### config.mk
export PLATFORM = sky130hd
export DESIGN_NAME = eth_egress_arbiter
export DESIGN_NICKNAME = d
export VERILOG_FILES = /design/src/rtl/eth_egress_arbiter.sv
export SDC_FILE = /design/constraint.sdc
export NUM_CORES = 1
export LEC_CHECK = 0
export BUFFER_PORTS_ARGS = -buffer_cell sky130_fd_sc_hd__buf_2
export CORE_MARGIN = 1
export CORE_UTILIZATION = 35
export CTS_CLUSTER_SIZE = 30
export DETAILED_ROUTE_END_ITERATION = 12
export PLACE_DENSITY = 0.64
export SLEW_MARGIN = 10
export SYNTH_ARGS = -nofsm -noshare
export SYNTH_HDL_FRONTEND = slang
export SYNTH_SLANG_ARGS = --single-unit
### constraint.sdc
create_clock -name i_clk -period 4.45 [get_ports i_clk]
set_input_delay 0 -clock i_clk [delete_from_list [all_inputs] [get_ports i_clk]]
set_output_delay 0 -clock i_clk [all_outputs]
set_load 0.1 [all_outputs]
### src/rtl/eth_egress_arbiter.sv
// rtl/eth_egress_arbiter.sv - packet-granular round-robin egress arbiter
//
// Grants one ingress queue at a time and pops it until that packet's eop word,
// forwarding each popped word one cycle later on the o_out* outputs.
//
// Ports:
//   i_clk, i_rst      clock, synchronous active-high reset
//   i_pkt_avail       per queue: at least one complete packet queued
//   i_fifo_empty      per queue: queue empty
//   i_fifo_data       per queue head word, queue i at [i*DATA_WIDTH +: DATA_WIDTH]
//   i_fifo_sop/eop    per queue head-word framing flags
//   o_rd_en           per queue pop strobe, one-hot or zero
//   i_out_ready       downstream accepts a word next cycle
//   o_outdata         forwarded word (holds when no word is forwarded)
//   o_outvalid        o_outdata valid this cycle
//   o_outsop/o_outeop framing of the forwarded word
//   o_grant_id        current or last granted queue
//   o_busy            transferring a packet
//   o_err_framing     pulse: sop missing on first word or present on a later one
//   o_err_timeout     pulse: packet cut at MAX_PKT_WORDS with a forced eop

module eth_egress_arbiter #(
  parameter int DATA_WIDTH    = 32,
  parameter int PORT_COUNT    = 2,
  parameter int MAX_PKT_WORDS = 64
) (
  input  logic                             i_clk,
  input  logic                             i_rst,
  input  logic [PORT_COUNT-1:0]            i_pkt_avail,
  input  logic [PORT_COUNT-1:0]            i_fifo_empty,
  input  logic [PORT_COUNT*DATA_WIDTH-1:0] i_fifo_data,
  input  logic [PORT_COUNT-1:0]            i_fifo_sop,
  input  logic [PORT_COUNT-1:0]            i_fifo_eop,
  output logic [PORT_COUNT-1:0]            o_rd_en,
  input  logic                             i_out_ready,
  output logic [DATA_WIDTH-1:0]            o_outdata,
  output logic                             o_outvalid,
  output logic                             o_outsop,
  output logic                             o_outeop,
  output logic [((PORT_COUNT > 1) ? $clog2(PORT_COUNT) : 1)-1:0] o_grant_id,
  output logic                             o_busy,
  output logic                             o_err_framing,
  output logic                             o_err_timeout
);

  localparam int GW = (PORT_COUNT > 1) ? $clog2(PORT_COUNT) : 1;
  localparam int CW = $clog2(MAX_PKT_WORDS) + 1;

  typedef enum logic {IDLE, XFER} state_t;

  state_t                r_state;
  logic [GW-1:0]         r_grant;
  logic [GW-1:0]         r_last_grant;
  logic [CW-1:0]         r_word_cnt;
  logic [DATA_WIDTH-1:0] r_outdata;
  logic                  r_outvalid;
  logic                  r_outsop;
  logic                  r_outeop;
  logic                  r_err_framing;
  logic                  r_err_timeout;

  logic                  w_pop;
  logic [DATA_WIDTH-1:0] w_word;
  logic                  w_sop;
  logic                  w_eop;
  logic                  w_first;
  logic                  w_timeout;
  logic                  w_found;
  logic [GW-1:0]         w_sel;
  logic [GW-1:0]         w_idx;

  // Pop is gated by reset so a mid-packet reset never steals a word.
  assign w_pop     = (r_state == XFER) && !i_fifo_empty[r_grant] && i_out_ready && !i_rst;
  assign w_word    = i_fifo_data[int'(r_grant)*DATA_WIDTH +: DATA_WIDTH];
  assign w_sop     = i_fifo_sop[r_grant];
  assign w_eop     = i_fifo_eop[r_grant];
  assign w_first   = (r_word_cnt == '0);
  // The MAX_PKT_WORDS-th word of a packet without eop terminates it.
  assign w_timeout = w_pop && !w_eop && (r_word_cnt == CW'(MAX_PKT_WORDS - 1));

  assign o_rd_en = w_pop ? (PORT_COUNT'(1) << r_grant) : '0;

  // Round-robin search starting just after the last granted queue.
  always_comb begin
    w_found = 1'b0;
    w_sel   = '0;
    w_idx   = '0;
    for (int k = 1; k <= PORT_COUNT; k++) begin
      w_idx = GW'((int'(r_last_grant) + k) % PORT_COUNT);
      if (!w_found && i_pkt_avail[w_idx]) begin
        w_found = 1'b1;
        w_sel   = w_idx;
      end
    end
  end

  always_ff @(posedge i_clk) begin
    if (i_rst) begin
      r_state       <= IDLE;
      r_grant       <= '0;
      r_last_grant  <= GW'(PORT_COUNT - 1);
      r_word_cnt    <= '0;
      r_outdata     <= '0;
      r_outvalid    <= 1'b0;
      r_outsop      <= 1'b0;
      r_outeop      <= 1'b0;
      r_err_framing <= 1'b0;
      r_err_timeout <= 1'b0;
    end else begin
      r_outvalid    <= w_pop;
      r_outsop      <= w_pop && w_sop;
      r_outeop      <= w_pop && (w_eop || w_timeout);
      r_err_framing <= w_pop && (w_first ? !w_sop : w_sop);
      r_err_timeout <= w_timeout;
      if (w_pop) begin
        r_outdata <= w_word;
      end

      case (r_state)
        IDLE: begin
          if (w_found) begin
            r_grant      <= w_sel;
            r_last_grant <= w_sel;
            r_word_cnt   <= '0;
            r_state      <= XFER;
          end
        end
        XFER: begin
          if (w_pop) begin
            if (r_word_cnt != '1) begin
              r_word_cnt <= r_word_cnt + CW'(1);
            end
            if (w_eop || w_timeout) begin
              r_state <= IDLE;
            end
          end
        end
        default: r_state <= IDLE;
      endcase
    end
  end

  assign o_outdata     = r_outdata;
  assign o_outvalid    = r_outvalid;
  assign o_outsop      = r_outsop;
  assign o_outeop      = r_outeop;
  assign o_grant_id    = r_grant;
  assign o_busy        = (r_state == XFER);
  assign o_err_framing = r_err_framing;
  assign o_err_timeout = r_err_timeout;

endmodule

==> summary.txt <==
Run status
  • Run status: completed

Setup path
  • Crit path cell chain: nor2b_4, nand3_2, inv_2, and2_1, buf_2
  • Critical path type: reg -> out
  • Cell family contributing the most delay on the critical path: buffers and inverters
  • Data arrival time at the worst-slack endpoint: approximately 2600 ps
  • Maximum single-stage delay on the critical path: a little under 800 ps
  • Worst endpoint required time: between 4000 and 5000 ps
  • Kind of capture point of the worst setup path: primary output
  • Slowest cell on the critical path: inv_2
  • Maximum fanout count along the critical path: between 60 and 70
  • Bufs and invs on worst path: 2
  • Startpoint Class: flop

Cells and area
  • Commonest cells after routing, fill and taps aside: 115 x buf_2, 46 x dfxtp_1, 39 x nor2_1, 36 x mux2i_1, 32 x a211oi_1
  • Commonest non-fill, non-tap cell in the layout: buf_2
  • Nets: between 400 and 500
  • N_diodes: 0
  • Layout cell share with drive strength beyond 1: between 30 and 40%
  • Layout overhead on the synthesized area: 33.0%

Yosys
  • Summed instance area of the synthesized netlist: between 2000 and 2500 µm²
  • Post-synthesis area per instance: around 9.6 µm²
  • Distinct cells, synth: 33
  • Leading register cell type out of synthesis: dfxtp_1
  • Count of yosys warnings during synthesis: 0
  • Number of synthesized flops with an enable pin: 0
  • Fraction of the yosys area taken by sequential cells: between 40 and 50%
  • Share of flip-flops with an asynchronous set or reset: 0%
  • Nets in the synthesized netlist: 296
  • FF+latch count, synth: between 40 and 50
  • Number of instances in the synthesized netlist: 219

Clocking
  • TritonCTS clock tree: done
  • Reg clk slew, reported paths: ~80 ps
  • Post CTS Setup Buffer Count: 0
  • Number of buffers created by CTS: 5
  • Clock latency at the later pin of the worst-skew pair: ~290 ps
  • Quantity of gates resized following cts: 0
  • Maximum level of the CTS H-tree: 2
  • Sinks on Clock Net: 47
  • Number of buffers between clock root and the deepest sink: 2
  • Buffer cell driving the clock tree root: clkbuf_8

Routing
  • Final Routed Wirelength: a little under 5 mm
  • Antenna violation net count after detailed routing: 0
  • Post-DR wirelength/cell: 12.0 µm
  • Drt initial violations: 57
  • Vias/cell: between 4 and 5
  • Detailed-routing iteration count for the pre-antenna-repair pass: 4
  • DRC violation count after routing: 0
  • Vias post-DR: roughly 1900

Power and ir drop
  • Total internal power: around 620 µW
  • Total Power: between 900 and 1000 µW
  • Sequential Power Share: between 40% and 50%
  • Net switching component of the power: roughly 280 µW
  • Combinational share of power: roughly a quarter
  • Switching portion of total power: between 30% and 40%
  • Maximum vdd drop: ~140 µV
  • Share of total power in the clock network: a little over a quarter
  • Leakage power of the design: approximately 0.0012 µW
  • Total power density per cell area: roughly 320 nW/µm²

Timing
  • Maximum clock rate: between 0.3 and 0.4 GHz
  • Setup repair after global routing missed its margin: no
  • Worst slew margin relative to its limit: 35.1%
  • Final cycle utilization of the critical path: slightly below 60%
  • Time the final worst path needs with I/O delays and setup: 2610 ps
  • Final setup viols: 0
  • TNS Setup: 0 ps
  • Slew Viols, Final: 0
  • Hold Fails Final Rpt: 0
  • Worst slew pin tran: between 900 and 1000 ps
  • Setup skew after layout: between 5 and 6 ps

Floorplan
  • Placement row count: 27
  • Full die area: roughly 6300 µm²
  • Die outline height: around 80 µm
  • Initial Utilization: a little under two fifths
  • Die X-Extent: a little under 80 µm
  • Placeable Area: roughly 5600 µm²
  • Count of pins on the block boundary: about 120

GRT
  • Pin count of the biggest net entering global routing: 68
  • Total track usage: between 15 and 20%
  • Number of antenna violations at the first check in global routing: 0
  • Via count of the first global-routing pass: 1663
  • GRT overflow: 0
  • Global-route wire length before repair: ~7.4 mm

Placed design
  • Total of buffers placed on input and output ports: roughly 120
  • Final weighted congestion in routability-driven placement: 0.833
  • Sum of net half-perimeters after detailed placement: 3.63 mm

Flow run
  • Max-cap violations: 0

Hold path
  • HP Class: in -> reg
-- tightest hold or removal path, delay by kind of cell --
family	cells	cell delay, ps
buffers and inverters	1	110
and+or+nand+nor	2	170
-- power groups by stage --
stage          Combinational (µW)  Sequential, µW  Clock [µW]
6_report                      215             442         247
5_1_grt                       229             444         278
4_1_cts                       217             442         258
3_5_place_dp                  215             452           0
3_3_place_gp                  214             451           0
2_1_floorplan                69.9             542           0
-- state kept, by name, indices dropped and copies added (netlist names) --
signal and cells:
o_outvalid 1, o_grant_id 1, o_outsop 1, r_word_cnt 7, o_err_framing 1, o_err_timeout 1
o_outdata 32, o_outeop 1, o_busy 1, r_last_grant 1
-- final cells by class --
cell class              count  area [µm²]
well taps                  72        90.1
inverters                   5        18.8
repair buffers            118         603
clock inverters             1        5.00
multi-input cells         151        1040
fillers                   580        2860
clock buffers               6        82.6
flip-flops and latches     47         942
-- layer usage --
| layer | routed length [µm] | up-vias | global-route usage, % |
|---|---|---|---|
| met5 | 0 | - | 0 |
| met3 | 362 | 0 | 3.45 |
| li1 | - | 1010 | - |
| met4 | 0 | 0 | 5.45 |
| met1 | 2200 | 826 | 18.8 |
| met2 | 2240 | 73 | 25.5 |
-- stage by stage --
stage | utilization, % | area (µm²) | setup WS, ps | hold WS [ps] | std cells
floorplan | - | 2090 | 1630 | 170 | 219
global placement | 47.5 | 2680 | 2180 | 303 | 391
detailed placement | 47.5 | 2680 | 2150 | 298 | 391
CTS | 49.4 | 2790 | 1820 | 36.9 | 400
global route | 49.4 | 2790 | 1580 | 40.2 | 400
finish | 49.4 | 2790 | 1840 | 43.5 | 400
-- path summary, 6_finish.rpt --
path | startpoint | to | slack [ps] | depth (start not counted)
max | o_busy$_SDFF_PP0_ | o_rd_en[1] | 1840 | 5
min reg2reg | r_word_cnt[6]$_SDFFE_PP0P_ | r_word_cnt[6]$_SDFFE_PP0P_ | 490 | 1
max reg2reg | o_busy$_SDFF_PP0_ | o_outdata[9]$_SDFFE_PP0P_ | 2370 | 5
min | i_pkt_avail[1] | o_busy$_SDFF_PP0_ | 40 | 3
-- timing repair --
action | 4_1_cts | 5_1_grt
endpoints found under the setup margin | 0 | 0
endpoints found under the hold margin | 1 | 0
hold buffers | 2 | 0
-- cells by family after synthesis --
| group | Yosys count | synth area share [%] |
|---|---|---|
| and+or+nand+nor | 63 | 13.6 |
| AOI/OAI and AO/OA | 48 | 16.9 |
| DFF | 47 | 44.9 |
| muxes | 37 | 17.7 |
| buffers and inverters | 21 | 5.26 |
| adders and majority gates | 2 | 1.19 |
| xor gates and xnor gates | 1 | 0.418 |
-- cells in the mapped netlist (2+ instances only) --
cell type  count  area share (%)
mux2i_1       36              17
buf_2         10             2.4
nor3_1         4            0.96
ha_1           2             1.2
o31ai_1        2            0.72
nor2_1        39             7.0
dfxtp_1       47              45
o21a_1         2            0.72
nand2_1        5            0.90
a211oi_1      32              11
a21o_1         3             1.1
a21oi_1        3            0.72
clkbuf_1       3            0.54
nand3_1        6             1.4
nand2b_1       2            0.60
inv_1          5            0.90
buf_6          2             1.1
Power figures use the tool's default switching activity.
